### src/rtl/osc_pattern_gen.sv
// Two-level float32 pattern generator: base level for N cycles, peak level for M
// cycles, repeated K bursts (or continuously), with all settings captured at start.
module osc_pattern_gen #(
    parameter int DATA_W = 32,
    parameter int CNT_W  = 32
) (
    input  logic              i_clk,
    input  logic              i_rst,
    input  logic              i_start,
    input  logic              i_stop,
    input  logic [DATA_W-1:0] i_idle_data,
    input  logic [DATA_W-1:0] i_base_data,
    input  logic [DATA_W-1:0] i_peak_data,
    input  logic [CNT_W-1:0]  i_base_len,
    input  logic [CNT_W-1:0]  i_peak_len,
    input  logic [CNT_W-1:0]  i_burst_cnt,
    output logic [DATA_W-1:0] o_data,
    output logic              o_busy,
    output logic              o_done,
    output logic [CNT_W-1:0]  o_burst_done
);

    localparam logic [1:0] ST_IDLE = 2'd0;
    localparam logic [1:0] ST_BASE = 2'd1;
    localparam logic [1:0] ST_PEAK = 2'd2;
    localparam logic [1:0] ST_DONE = 2'd3;

    logic [1:0]        state_reg,      state_next;
    logic [DATA_W-1:0] base_data_reg,  base_data_next;
    logic [DATA_W-1:0] peak_data_reg,  peak_data_next;
    logic [CNT_W-1:0]  base_last_reg,  base_last_next;
    logic [CNT_W-1:0]  peak_last_reg,  peak_last_next;
    logic [CNT_W-1:0]  burst_cnt_reg,  burst_cnt_next;
    logic [CNT_W-1:0]  phase_cnt_reg,  phase_cnt_next;
    logic [CNT_W-1:0]  burst_done_reg, burst_done_next;
    logic [DATA_W-1:0] data_reg,       data_next;
    logic              busy_reg,       busy_next;
    logic              done_reg,       done_next;
    logic [CNT_W-1:0]  burst_inc;

    assign burst_inc = burst_done_reg + CNT_W'(1);

    always_comb begin
        state_next      = state_reg;
        base_data_next  = base_data_reg;
        peak_data_next  = peak_data_reg;
        base_last_next  = base_last_reg;
        peak_last_next  = peak_last_reg;
        burst_cnt_next  = burst_cnt_reg;
        phase_cnt_next  = phase_cnt_reg;
        burst_done_next = burst_done_reg;
        data_next       = data_reg;
        busy_next       = busy_reg;
        done_next       = 1'b0;

        case (state_reg)
            ST_IDLE: begin
                data_next = i_idle_data;
                busy_next = 1'b0;
                if (i_start && !i_stop) begin
                    // Lengths are stored as "last phase index" so zero and one both mean one cycle.
                    base_data_next  = i_base_data;
                    peak_data_next  = i_peak_data;
                    base_last_next  = (i_base_len == '0) ? '0 : i_base_len - CNT_W'(1);
                    peak_last_next  = (i_peak_len == '0) ? '0 : i_peak_len - CNT_W'(1);
                    burst_cnt_next  = i_burst_cnt;
                    burst_done_next = '0;
                    phase_cnt_next  = '0;
                    state_next      = ST_BASE;
                    data_next       = i_base_data;
                    busy_next       = 1'b1;
                end
            end

            ST_BASE: begin
                if (i_stop) begin
                    state_next = ST_IDLE;
                    data_next  = i_idle_data;
                    busy_next  = 1'b0;
                end else if (phase_cnt_reg == base_last_reg) begin
                    state_next     = ST_PEAK;
                    phase_cnt_next = '0;
                    data_next      = peak_data_reg;
                end else begin
                    phase_cnt_next = phase_cnt_reg + CNT_W'(1);
                end
            end

            ST_PEAK: begin
                if (i_stop) begin
                    state_next = ST_IDLE;
                    data_next  = i_idle_data;
                    busy_next  = 1'b0;
                end else if (phase_cnt_reg == peak_last_reg) begin
                    burst_done_next = burst_inc;
                    phase_cnt_next  = '0;
                    // A zero burst count never matches, so continuous runs simply wrap the counter.
                    if ((burst_cnt_reg != '0) && (burst_inc == burst_cnt_reg)) begin
                        state_next = ST_DONE;
                        data_next  = i_idle_data;
                        busy_next  = 1'b0;
                        done_next  = 1'b1;
                    end else begin
                        state_next = ST_BASE;
                        data_next  = base_data_reg;
                    end
                end else begin
                    phase_cnt_next = phase_cnt_reg + CNT_W'(1);
                end
            end

            default: begin
                state_next = ST_IDLE;
                data_next  = i_idle_data;
                busy_next  = 1'b0;
            end
        endcase
    end

    always_ff @(posedge i_clk or posedge i_rst) begin
        if (i_rst) begin
            state_reg      <= ST_IDLE;
            base_data_reg  <= '0;
            peak_data_reg  <= '0;
            base_last_reg  <= '0;
            peak_last_reg  <= '0;
            burst_cnt_reg  <= '0;
            phase_cnt_reg  <= '0;
            burst_done_reg <= '0;
            data_reg       <= '0;
            busy_reg       <= 1'b0;
            done_reg       <= 1'b0;
        end else begin
            state_reg      <= state_next;
            base_data_reg  <= base_data_next;
            peak_data_reg  <= peak_data_next;
            base_last_reg  <= base_last_next;
            peak_last_reg  <= peak_last_next;
            burst_cnt_reg  <= burst_cnt_next;
            phase_cnt_reg  <= phase_cnt_next;
            burst_done_reg <= burst_done_next;
            data_reg       <= data_next;
            busy_reg       <= busy_next;
            done_reg       <= done_next;
        end
    end

    assign o_data       = data_reg;
    assign o_busy       = busy_reg;
    assign o_done       = done_reg;
    assign o_burst_done = burst_done_reg;

endmodule
### config.mk
export PLATFORM = sky130hd
export DESIGN_NAME = osc_pattern_gen
export DESIGN_NICKNAME = d
export VERILOG_FILES = /design/src/rtl/osc_pattern_gen.sv
export SDC_FILE = /design/constraint.sdc
export NUM_CORES = 1
export LEC_CHECK = 0
export CAP_MARGIN = 10
export CORE_MARGIN = 5
export CORE_UTILIZATION = 59
export DETAILED_ROUTE_END_ITERATION = 10
export GPL_ROUTABILITY_DRIVEN = 0
export HOLD_SLACK_MARGIN = 0.03
export PLACE_DENSITY = 0.88
export SETUP_SLACK_MARGIN = 0.4
export SLEW_MARGIN = 20
export SYNTH_ARGS = -nofsm -noshare
export SYNTH_HDL_FRONTEND = slang
export SYNTH_SLANG_ARGS = --single-unit
export TNS_END_PERCENT = 5
### constraint.sdc
create_clock -name i_clk -period 31.3 [get_ports i_clk]
set_clock_uncertainty 0.15 [all_clocks]
set_input_delay 9.39 -clock i_clk [delete_from_list [all_inputs] [get_ports i_clk]]
set_output_delay 9.39 -clock i_clk [all_outputs]
set_load 0.005 [all_outputs]
=== Yosys cells after proc, flatten, opt, wreduce, memory -nomap -nowiden ===
Index checks and enable logic that the tools add are counted.

* Word-level logic and storage cells: 78
* Input bits: 196
* Output and inout bits: 66
* Register bits: 260

* Reductions and logical operators: 15
* Multiplexer cells: 35
* Add/subtract/negate cells: 4
* Equal/unequal tests: 13

{| class="wikitable"
|+ Operator list
! operator !! count
|-
| $mux W32 || 15
|-
| $pmux W32 S3 || 2
|-
| $eq A32 B32 Y1 || 3
|-
| $add A32 B1 Y32 const B || 2
|-
| $logic_not A32 Y1 || 2
|-
| $pmux W32 S2 || 1
|-
| $sub A32 B1 Y32 const B || 2
|-
| $reduce_bool A32 Y1 || 1
|-
| $mux W2 || 6
|-
| $ne A2 B2 Y1 const B || 5
|-
| $mux W1 || 9
|-
| $ne A3 B3 Y1 const B || 3
|-
| $reduce_and A4 Y1 || 2
|-
| $pmux W2 S3 || 1
|-
| $reduce_and A3 Y1 || 2
|-
| $reduce_and A2 Y1 || 2
|-
| $pmux W1 S3 || 1
|-
| $reduce_bool A3 Y1 || 1
|-
| $eq A2 B1 Y1 const B || 1
|-
| $eq A2 B2 Y1 const B || 1
|-
| $logic_and A1 B1 Y1 || 2
|-
| $logic_not A2 Y1 || 1
|-
| $reduce_bool A2 Y1 || 1
|-
| $logic_not A1 Y1 || 1
|}

=== Depth between registers and ports, before layout ===
Gate-level depths: netlist of run 1.

* Depth after elaboration: 7
* Gate-level depth with buffers: 12

=== Least setup slack after synthesis of run 1 ===
Ideal clock, no wire load.

* Path type: input -> register
* Start: input port i_peak_len[16]
* End: register peak_last_reg[11]
* Arrival: 11,486 ps
* Stages: 9
* Path slack: 19,545 ps
* Library setup time: 119 ps
* Required time: 31,031 ps
* Cell sequence: or4_4 -> nor4_2 -> or3b_1 -> nor3_2 -> nor3b_4 -> and2_4 -> or2b_4 -> buf_12 -> o21ai_2

* Longest elaborated chain between the ends: 2

{| class="wikitable"
|+ Ends and longest elaborated chain
! what !! RTL line !! source
|-
| from (decl) || 15 || <nowiki>input logic [CNT_W-1:0] i_peak_len,</nowiki>
|-
| $logic_not A32 Y1 || 65 || <nowiki>peak_last_next = (i_peak_len == '0) ? '0 : i_peak_len - CNT_W'(1);</nowiki>
|-
| $mux W32 || 65 ||
|-
| to (signal assigned) || 138 || <nowiki>peak_last_reg <= peak_last_next;</nowiki>
|-
| to (decl) || 32 || <nowiki>logic [CNT_W-1:0] peak_last_reg, peak_last_next;</nowiki>
|}

Every way passes these cells.
A chain may end at the register's enable or synchronous reset.

=== Worst setup path after layout of run 1 ===
* Start: input port i_stop
* End: register data_reg[11] (netlist: o_data[11])

* Longest elaborated chain between the ends: 4

{| class="wikitable"
|+ Ends and longest elaborated chain
! what !! RTL line !! source
|-
| from (decl) || 10 || <nowiki>input logic i_stop,</nowiki>
|-
| $logic_not A1 Y1 || 60 || <nowiki>if (i_start && !i_stop) begin</nowiki>
|-
| $logic_and A1 B1 Y1 || 60 ||
|-
| $mux W32 || 60 ||
|-
| $pmux W32 S3 || 56 || <nowiki>case (state_reg)</nowiki>
|-
| to (signal assigned) || 142 || <nowiki>data_reg <= data_next;</nowiki>
|-
| to (decl) || 36 || <nowiki>logic [DATA_W-1:0] data_reg, data_next;</nowiki>
|}

Several ways; a longest one is shown, not always the timed one.

==> results by group, run 1 <==
Outcome
  • Run status: finished clean

Logic synthesis
  • Synthesis Warnings: 0
  • Cell taking the most area after synthesis: dfrtp_1
  • Yosys top cell area share: 0.396
  • Synth Flop Type: dfrtp_1
  • Post-synth EDFFs: 0
  • Ys async rst share: 1.00
  • Main area contributors after synthesis: dfrtp_1, nand2_1, xnor2_1
  • Post-synthesis sequential area ratio: 0.396
  • Mean area per synthesized cell: 8.18 um2
  • Distinct cells, synth: 90
  • Cells after Synth: 2007
  • Mapped Area: 16400 um2
  • Synth Register Bits: 260
  • Post-Syn Nets: 2211

Pwr
  • Pwr Density: 81.0 nW/um2
  • VDD IR-drop max: 72.2 uV
  • LEAKAGE: 8.58 nW

Routing
  • Routed len/inst: 19.3 um
  • Via count: 16.1k
  • Vias per cell: 6.23
  • Detail Route Antenna Nets: 0
  • # DRC: 0
  • Top Metal Used: met4
  • Met3 wire len: 4.06 mm
  • DR iter-0 viols: 1657
  • M1 wire length: 19.6 mm
  • Pre-antenna DRT Iters: 6
  • Final wirelength: 49.8 mm
  • Met2 Routed Length: 23.6 mm

Timing
  • Slew Limit Fails: 0
  • # setup viols final: 0
  • Highest Clock Rate: 80.8 MHz
  • Final min period: 12.37 ns
  • Setup WS post-layout: 18.93 ns
  • Final Hold Vio Count: 0
  • Slew headroom: 0.260
  • Unrepaired setup endpoints after global routing: no
  • Setup TNS: 0 ns
  • Worst Tran Pin Value: 1.11 ns
  • Tcrit/Tclk final: 0.395

CTS
  • Clk Latency, worst-skew pair: 0.57 ns
  • CTS tree: yes
  • Post-CTS Resized: 0
  • CTS Hold Buffers Added: 0
  • Cts bufs inserted: 29
  • Clock Pin Slew Worst Setup and Hold Paths: 0.07 ns
  • Clock Path Buffers: 3
  • CTS Sinks: 260
  • Root Buffer: clkbuf_16
  • H-tree levels: 1
  • Setup Fix Bufs, Post-CTS: 0

GRT
  • First-pass GRT wire length: 79.5 mm
  • Vias in the first global route: 15.9k
  • Largest net degree at the start of global routing: 115
  • Antenna violations before repair: 1
  • Total gr overflow: 0
  • GR Util All Layers: 0.308

Worst setup path
  • CP cell instances: buf_2 > buf_4 > nand2b_1 > nor2_4 > buf_4 > buf_4 > a22oi_1 > o21ai_0 > nand2_1 > nand4_1 > o211a_1
  • Worst setup path category: primary input to flop
  • CP Data Required Time: 31.66 ns
  • Slowest-stage cell, CP: buf_4
  • Reg2Reg Launch Point: o_burst_done[12]
  • Crit path launch: i_stop
  • Max stage delay on crit path: 0.78 ns
  • WP data arrival: 12.73 ns
  • Cells on worst reg2reg path: 8
  • Critical Path Most Common Cell: buf_4
  • Worst R2R Setup Slack: 26.93 ns
  • Crit path capture type: flop
  • Worst Setup Start Kind: primary input
  • Critical-path maximum fanout: 87

Die
  • Core area: 27600 um2
  • Num ports: 262
  • Initial Util: 0.594
  • Die Wd: 177 um
  • Die area: 31300 um2
  • Die height: 177 um
  • Rows: 61

Cells and area
  • # nets final: 2384
  • Commonest non-fill, non-tap cell in the layout: nand2_1
  • Layout cell share with drive strength beyond 1: 0.0645
  • Area grow syn2layout: 22.2%
  • Filler cells: 2105
  • Most frequent cells in the layout: nand2_1, dfrtp_1, clkdlybuf4s50_1

Worst hold path
  • Hold_sp: base_data_reg[13]
  • WHS Path Cells: 2
  • Worst hold path type: flop to flop

Place
  • Detailed Place HPWL: 34.0 mm
  • Setup WS pre-CTS: 18.40 ns
  • Number of buffers added on ports: 261

Run
  • Max-cap violation count: 0
-- routing by layer --
| metal | GRT usage | vias up |
|---|---|---|
| met5 | 0 | - |
| met4 | 0.143 | 0 |
| met3 | 0.0438 | 203 |
| met2 | 0.510 | 825 |
| met1 | 0.401 | 7722 |
| li1 | - | 7324 |
-- Yosys cell counts (all sizes together) (19+ instances only) --
cell type	number
o211a	33
o21ai	122
clkbuf	96
o22a	19
dfrtp	260
nor4	33
o2bb2ai	23
nand2	568
nand4	81
xnor2	134
nand3	63
a22oi	35
nor2	152
xor2	49
nor3	40
buf	37
a21oi	27
-- cell type report --
cell class,instances,area (um2),area share
Clock inverter,16,185,0.00923
Antenna cell,1,2.50,0.000125
Tap cell,378,473,0.0236
Sequential cell,260,6510,0.324
Multi-Input combinational cell,1598,9280,0.463
Clock buffer,36,812,0.0405
Inverter,16,67.6,0.00337
Timing Repair Buffer,275,2730,0.136
-- cells by family (layout without fill, tap and decap cells) --
kind of cell / count (synthesis) / after routing / synth area share
fa+ha+maj: 8 / 8 / 0.00610
mux: 20 / 20 / 0.0132
buf+inv: 149 / 343 / 0.0404
flops: 260 / 260 / 0.396
simple gates: 1040 / 1040 / 0.294
compound gates: 347 / 347 / 0.152
other cells: 0 / 1 / 0
xor+xnor: 183 / 183 / 0.0981
-- path summary, 6_finish.rpt --
| check | end |
|---|---|
| worst max-delay path | o_data[11] |
| worst min-delay path | base_data_reg[13] |
| worst max register to register | o_busy |
| worst min register to register | base_data_reg[13] |
| max in group asynchronous | peak_data_reg[19] |
| min in group asynchronous | burst_cnt_reg[8] |
-- power by group --
group          switching, W  internal [W]  total, W
Sequential         0.000126      0.000469  0.000595
Combinational      0.000378      0.000294  0.000673
Clock              0.000146      0.000209  0.000356
Total              0.000651      0.000973   0.00162
-- through the flow --
step	total power [W]	std cells	hold WS, ns	util	cell area [um2]
final	0.00162	2580	0.328	0.726	20100
after global routing	0.00172	2580	0.351	0.726	20100
after CTS	0.00161	2578	0.324	0.725	20000
after detailed placement	0.00125	2526	0.308	0.689	19000
after global placement	0.00122	2526	0.307	0.689	19000
after floorplan	0.00103	2007	0.292	-	16400
-- worst max-delay path: cells and delay by family --
family | cells | cell delay, ns
simple gates | 4 | 0.98
compound gates | 3 | 0.61
buf+inv | 4 | 1.65
(Power assumes the default switching activity.)
==> run 2, diff against run 1 <==
- CORE_UTILIZATION: 59 -> 55
- PLACE_DENSITY: 0.88 -> 0.83
- clock period: 31.3 -> 11.9 ns (I/O delays scaled with it)
==> run 2 against run 1 <==
  * Wire length shrank 1.0%
  * Final cell count grew 0.23%
  * Worst setup slack lost 14 ns
  * Via count shrank 1.9%
  * Power grew to 2.7 times the previous value
  * Combinational power grew to 2.6 times the previous value
  * Worst hold slack lost 0.0016 ns
  * Design area grew 0.29%
  * Count of clock-buffer cells in the layout shrank 2
  * Global-route usage shrank 2.3 points
  * Largest cell class unchanged
  * Largest power group unchanged
==> results by group, run 2 (same netlist as run 1, synthesis figures left out) <==
Outcome
  • Run status: finished clean (unchanged)

GRT
  • Total gr overflow: 0 (unchanged)
  • Antenna violations before repair: 1 (unchanged)
  • GR Util All Layers: 0.284 (was 0.308)
  • First-pass GRT wire length: 79.1 mm (was 79.5 mm)
  • Vias in the first global route: 15.6k (was 15.9k)
  • Largest net degree at the start of global routing: 139 (was 115)

CTS
  • Post-CTS Resized: 0 (unchanged)
  • CTS tree: yes (unchanged)
  • Clk Latency, worst-skew pair: 0.55 ns (was 0.57 ns)
  • CTS Hold Buffers Added: 0 (unchanged)
  • Root Buffer: clkbuf_16 (unchanged)
  • Cts bufs inserted: 27 (was 29)
  • H-tree levels: 1 (unchanged)
  • Clock Path Buffers: 3 (unchanged)
  • Setup Fix Bufs, Post-CTS: 0 (unchanged)
  • Clock Pin Slew Worst Setup and Hold Paths: 0.06 ns (was 0.07 ns)
  • CTS Sinks: 260 (unchanged)

Cells and area
  • # nets final: 2380 (was 2384)
  • Most frequent cells in the layout: nand2_1, dfrtp_1, clkdlybuf4s50_1 (unchanged)
  • Non-Filler Instances: 2586 (was 2580)
  • Layout cell share with drive strength beyond 1: 0.0624 (was 0.0645)
  • Area grow syn2layout: 22.5% (was 22.2%)
  • N_diodes: 0 (was 1)
  • Commonest non-fill, non-tap cell in the layout: nand2_1 (unchanged)

Place
  • Dpl cells: 2537 (was 2526)
  • Detailed Place HPWL: 33.9 mm (was 34.0 mm)
  • Setup WS pre-CTS: 4.79 ns (was 18.40 ns)
  • Number of buffers added on ports: 261 (unchanged)

Worst hold path
  • Hold_sp: peak_data_reg[15] (was base_data_reg[13])
  • Worst hold path type: flop to flop (unchanged)
  • WHS Path Cells: 2 (unchanged)
  • WHS Endpoint: peak_data_reg[15] (was base_data_reg[13])

Run
  • Max-cap violation count: 0 (unchanged)

Routing
  • Final wirelength: 49.3 mm (was 49.8 mm)
  • Via count: 15.8k (was 16.1k)
  • Routed len/inst: 19.1 um (was 19.3 um)
  • Vias per cell: 6.10 (was 6.23)
  • Detail Route Antenna Nets: 0 (unchanged)
  • Pre-antenna DRT Iters: 6 (unchanged)
  • # DRC: 0 (unchanged)
  • DR iter-0 viols: 1692 (was 1657)

Timing
  • Setup WS post-layout: 5.33 ns (was 18.93 ns)
  • Setup TNS: 0 ns (unchanged)
  • Tcrit/Tclk final: 0.552
  • # setup viols final: 0 (unchanged)
  • Slew Limit Fails: 0 (unchanged)
  • Fin Hold WS: 0.327 ns (was 0.328 ns)
  • Final Hold Vio Count: 0 (unchanged)
  • Slew headroom: 0.270 (was 0.260)
  • Highest Clock Rate: 152 MHz
  • Final min period: 6.57 ns
  • Unrepaired setup endpoints after global routing: no (unchanged)
  • Worst Tran Pin Value: 1.10 ns (was 1.11 ns)

Worst setup path
  • Reg2reg end: o_busy (unchanged)
  • Worst setup path category: primary input to flop (unchanged)
  • Crit path capture type: flop (unchanged)
  • CP Data Required Time: 12.24 ns (was 31.66 ns)
  • Worst R2R Setup Slack: 7.56 ns (was 26.93 ns)
  • Reg2Reg Launch Point: o_burst_done[7] (was o_burst_done[12])
  • Worst Setup Start Kind: primary input (unchanged)
  • Critical-path maximum fanout: 84 (was 87)
  • WP data arrival: 6.91 ns (was 12.73 ns)
  • Cells on worst reg2reg path: 8 (unchanged)

Die
  • Die Wd: 183 um (was 177 um)
  • Die height: 183 um (was 177 um)
  • Die area: 33400 um2 (was 31300 um2)
  • Core area: 29600 um2 (was 27600 um2)
  • Initial Util: 0.555 (was 0.594)
  • Rows: 63 (was 61)
  • Num ports: 262 (unchanged)

Pwr
  • VDD IR-drop max: 172 uV (was 72.2 uV)
  • Pwr Density: 216 nW/um2 (was 81.0 nW/um2)
  • LEAKAGE: 8.59 nW (was 8.58 nW)
run 2: worst max-delay path by stage:
stage / from / end / slack, ns / cells past startpoint
2_1_floorplan: i_rst / base_data_reg[0] / 1.02 / 1
6_report: i_stop / o_data[26] / 5.33 / 11
3_5_place_dp: i_stop / o_busy / 4.79 / 7
3_3_place_gp: i_stop / o_busy / 4.82 / 7
5_1_grt: i_stop / o_data[17] / 5.11 / 11
4_1_cts: i_stop / o_data[20] / 5.38 / 11
run 2: routing by layer:
layer  track usage  wire, um
met5             0        12
met4         0.132      2390
met3        0.0468      3880
met2         0.463     23300
met1         0.373     19700
run 2: metrics by stage:
stage                     power, W   util  area, um2
after floorplan            0.00270      -      16400
after global placement     0.00322  0.644      19000
after detailed placement   0.00330  0.644      19000
after CTS                  0.00433  0.680      20100
after global routing       0.00461  0.680      20100
final                      0.00434  0.680      20100
run 2: final cells by class:
cell class	count	area, um2
multi-input combinational	1598	9280
inverter	16	67.6
timing repair buffer	273	2700
clock buffer	34	752
fill	2318	9450
clock inverter	15	325
sequential	260	6510
tap	390	488
run 2: where the power goes:
group / switching [W] / internal (W)
registers: 0.000333 / 0.00123
clock network: 0.000371 / 0.000645
logic: 0.000991 / 0.000769
total: 0.00170 / 0.00265
run 2: critical path: stages:
cell,delay [ns]
buf_2,0.09
buf_4,0.35
nand2b_1,0.35
nor2_4,0.35
buf_4,0.46
buf_4,0.78
a22oi_1,0.21
o2bb2ai_1,0.18
nand2_1,0.11
nand3_1,0.18
o211a_1,0.16
==> run 3, diff against run 2 <==
- CORE_UTILIZATION: 55 -> 50
- PLACE_DENSITY: 0.83 -> 0.79
- clock period: 11.9 -> 5.8 ns (I/O delays scaled with it)
==> run 3 against run 2 <==
  * Die area is 9.4% higher
  * Combinational power is 110% higher
  * Worst setup slack worse by 3.9 ns
  * Critical path type unchanged
  * Power is 99% higher
==> results by group, run 3 (same netlist as run 1, synthesis figures left out) <==
Pwr
  • Pwr Density: 429 nW/um2 (was 216 nW/um2)
  • VDD IR-drop max: 270 uV (was 172 uV)
  • LEAKAGE: 8.61 nW (was 8.59 nW)
  • PnR Total Power: 0.00865 W (was 0.00434 W)

Cells and area
  • Area of the multi-input gates: 9270 um2 (was 9280 um2)
  • Most frequent cells in the layout: nand2_1, dfrtp_1, clkdlybuf4s50_1 (unchanged)
  • # nets final: 2393 (was 2380)
  • Non-Filler Instances: 2653 (was 2586)
  • Commonest non-fill, non-tap cell in the layout: nand2_1 (unchanged)
  • Area grow syn2layout: 22.9% (was 22.5%)
  • Filler cells: 2721 (was 2318)
  • Register area: 6510 um2 (unchanged)
  • Layout cell share with drive strength beyond 1: 0.0665 (was 0.0624)

Timing
  • Setup WS post-layout: 1.43 ns (was 5.33 ns)
  • Worst Tran Pin Value: 1.08 ns (was 1.10 ns)
  • Final Hold Vio Count: 0 (unchanged)
  • Slew Limit Fails: 0 (unchanged)
  • Setup TNS: 0 ns (unchanged)
  • Slew headroom: 0.282 (was 0.270)
  • Unrepaired setup endpoints after global routing: no (unchanged)
  • Final min period: 4.37 ns
  • Tcrit/Tclk final: 0.754
  • Highest Clock Rate: 229 MHz
  • # setup viols final: 0 (unchanged)

Die
  • Rows: 66 (was 63)
  • Die Wd: 191 um (was 183 um)
  • Core area: 32500 um2 (was 29600 um2)
  • Die area: 36600 um2 (was 33400 um2)
  • Num ports: 262 (unchanged)
  • Die height: 191 um (was 183 um)
  • Initial Util: 0.506 (was 0.555)

CTS
  • CTS Sinks: 260 (unchanged)
  • Clk Latency, worst-skew pair: 0.58 ns (was 0.55 ns)
  • Cts bufs inserted: 29 (was 27)
  • Clock Pin Slew Worst Setup and Hold Paths: 0.06 ns (about the same)
  • Root Buffer: clkbuf_16 (unchanged)
  • Clock Path Buffers: 3 (unchanged)
  • CTS tree: yes (unchanged)
  • H-tree levels: 1 (unchanged)
  • Post-CTS Resized: 0 (unchanged)
  • Setup Fix Bufs, Post-CTS: 0 (unchanged)
  • CTS Hold Buffers Added: 0 (unchanged)

GRT
  • GR Util All Layers: 0.270 (was 0.284)
  • Largest net degree at the start of global routing: 119 (was 139)
  • Antenna violations before repair: 3 (was 1)
  • Vias in the first global route: 15.6k (about the same)
  • First-pass GRT wire length: 81.1 mm (was 79.1 mm)
  • Total gr overflow: 0 (unchanged)

Worst setup path
  • CP Data Required Time: 6.09 ns (was 12.24 ns)
  • WP data arrival: 4.66 ns (was 6.91 ns)
  • Cell count along the critical path: 9 (was 11)
  • Crit path launch: i_peak_len[14] (was i_stop)
  • Cells on worst reg2reg path: 9 (was 8)
  • Reg2reg end: o_busy (unchanged)
  • Delay-heaviest family, CP: simple AND/OR/NAND/NOR gates (was buffers and inverters)
  • Crit path capture type: flop (unchanged)
  • Slowest-stage cell, CP: or4_4 (was buf_4)
  • Worst R2R Setup Slack: 1.43 ns (was 7.56 ns)
  • Reg2Reg Launch Point: o_burst_done[0] (was o_burst_done[7])
  • Max stage delay on crit path: 0.55 ns (was 0.78 ns)
  • Worst Setup EP: peak_last_reg[23] (was o_data[26])
  • CP cell instances: clkdlybuf4s50_1 > or4_4 > nor4_2 > or3b_1 > nor3_2 > nor3b_4 > and2_4 > or2b_4 > o21ai_0 (was buf_2 > buf_4 > nand2b_1 > nor2_4 > buf_4 > buf_4 > a22oi_1 > o2bb2ai_1 > nand2_1 > nand3_1 > o211a_1)
  • Worst setup path category: primary input to flop (unchanged)
  • Worst Setup Start Kind: primary input (unchanged)
  • Critical-path maximum fanout: 24 (was 84)
  • Worst path bufs/invs: 1 (was 4)

Outcome
  • Run status: finished clean (unchanged)

Place
  • Number of buffers added on ports: 261 (unchanged)
  • Detailed Place HPWL: 34.8 mm (was 33.9 mm)
  • Dpl cells: 2599 (was 2537)
  • Setup WS pre-CTS: 0.837 ns (was 4.79 ns)

Routing
  • Routed len/inst: 18.9 um (was 19.1 um)
  • Pre-antenna DRT Iters: 6 (unchanged)
  • Detail Route Antenna Nets: 0 (unchanged)
  • Via count: 15.7k (was 15.8k)
  • # DRC: 0 (unchanged)
  • DR iter-0 viols: 1316 (was 1692)
  • Vias per cell: 5.92 (was 6.10)
  • Final wirelength: 50.1 mm (was 49.3 mm)

Worst hold path
  • Worst hold path type: flop to flop (unchanged)

Run
  • Max-cap violation count: 0 (unchanged)
[run 3: changes by cell type in the layout (fill, tap and decap cells not counted), sizes merged]
cell / previous run / this run
inv: 18 / 16
clkbuf: 34 / 42
clkinv: 3 / 8
buf: 13 / 24
diode: 0 / 1
bufinv: 9 / 1
[run 3: worst min-delay path, cell delays in order (launching register included)]
cell and delay, ns:
dfrtp_1 0.34, nand2_1 0.05, nand2_1 0.06
[run 3: worst min path at each step]
stage / start / end / slack (ns) / cells past startpoint
4_1_cts: peak_data_reg[10] / peak_data_reg[10] / 0.33 / 2
6_report: base_data_reg[0] / base_data_reg[0] / 0.32 / 2
2_1_floorplan: peak_data_reg[0] / peak_data_reg[0] / 0.29 / 2
3_5_place_dp: peak_data_reg[10] / peak_data_reg[10] / 0.31 / 2
5_1_grt: base_data_reg[20] / base_data_reg[20] / 0.35 / 2
3_3_place_gp: peak_data_reg[8] / peak_data_reg[8] / 0.31 / 2
[run 3: area by class of cell]
type,instances,share of cell area
clock inverters,10,0.00465
multi-input cells,1598,0.460
diodes,1,0.000124
repair buffers,284,0.140
clock buffers,42,0.0424
inverters,16,0.00316
flip-flops and latches,260,0.322
well taps,442,0.0274
[run 3: per-stage QoR]
step | instance area, um2 | util | hold slack, ns
3_3_place_gp | 19200 | 0.592 | 0.306
2_1_floorplan | 16400 | - | 0.292
6_report | 20200 | 0.622 | 0.322
3_5_place_dp | 19200 | 0.592 | 0.311
4_1_cts | 20200 | 0.621 | 0.327
5_1_grt | 20200 | 0.622 | 0.350
[run 3: per-layer routing]
metal / GRT usage / up-vias / part of all wire
met5: 0 / - / 0.00046
met2: 0.446 / 710 / 0.47
met3: 0.0394 / 146 / 0.072
li1: - / 7331 / -
met1: 0.359 / 7528 / 0.41
met4: 0.110 / 4 / 0.044
[run 3: power breakdown]
part | internal [W] | leakage [nW] | total (W) | switching, W
sequential | 0.00253 | 3.34 | 0.00320 | 0.000665
combinational | 0.00160 | 4.79 | 0.00363 | 0.00203
clock | 0.00107 | 0.476 | 0.00183 | 0.000767
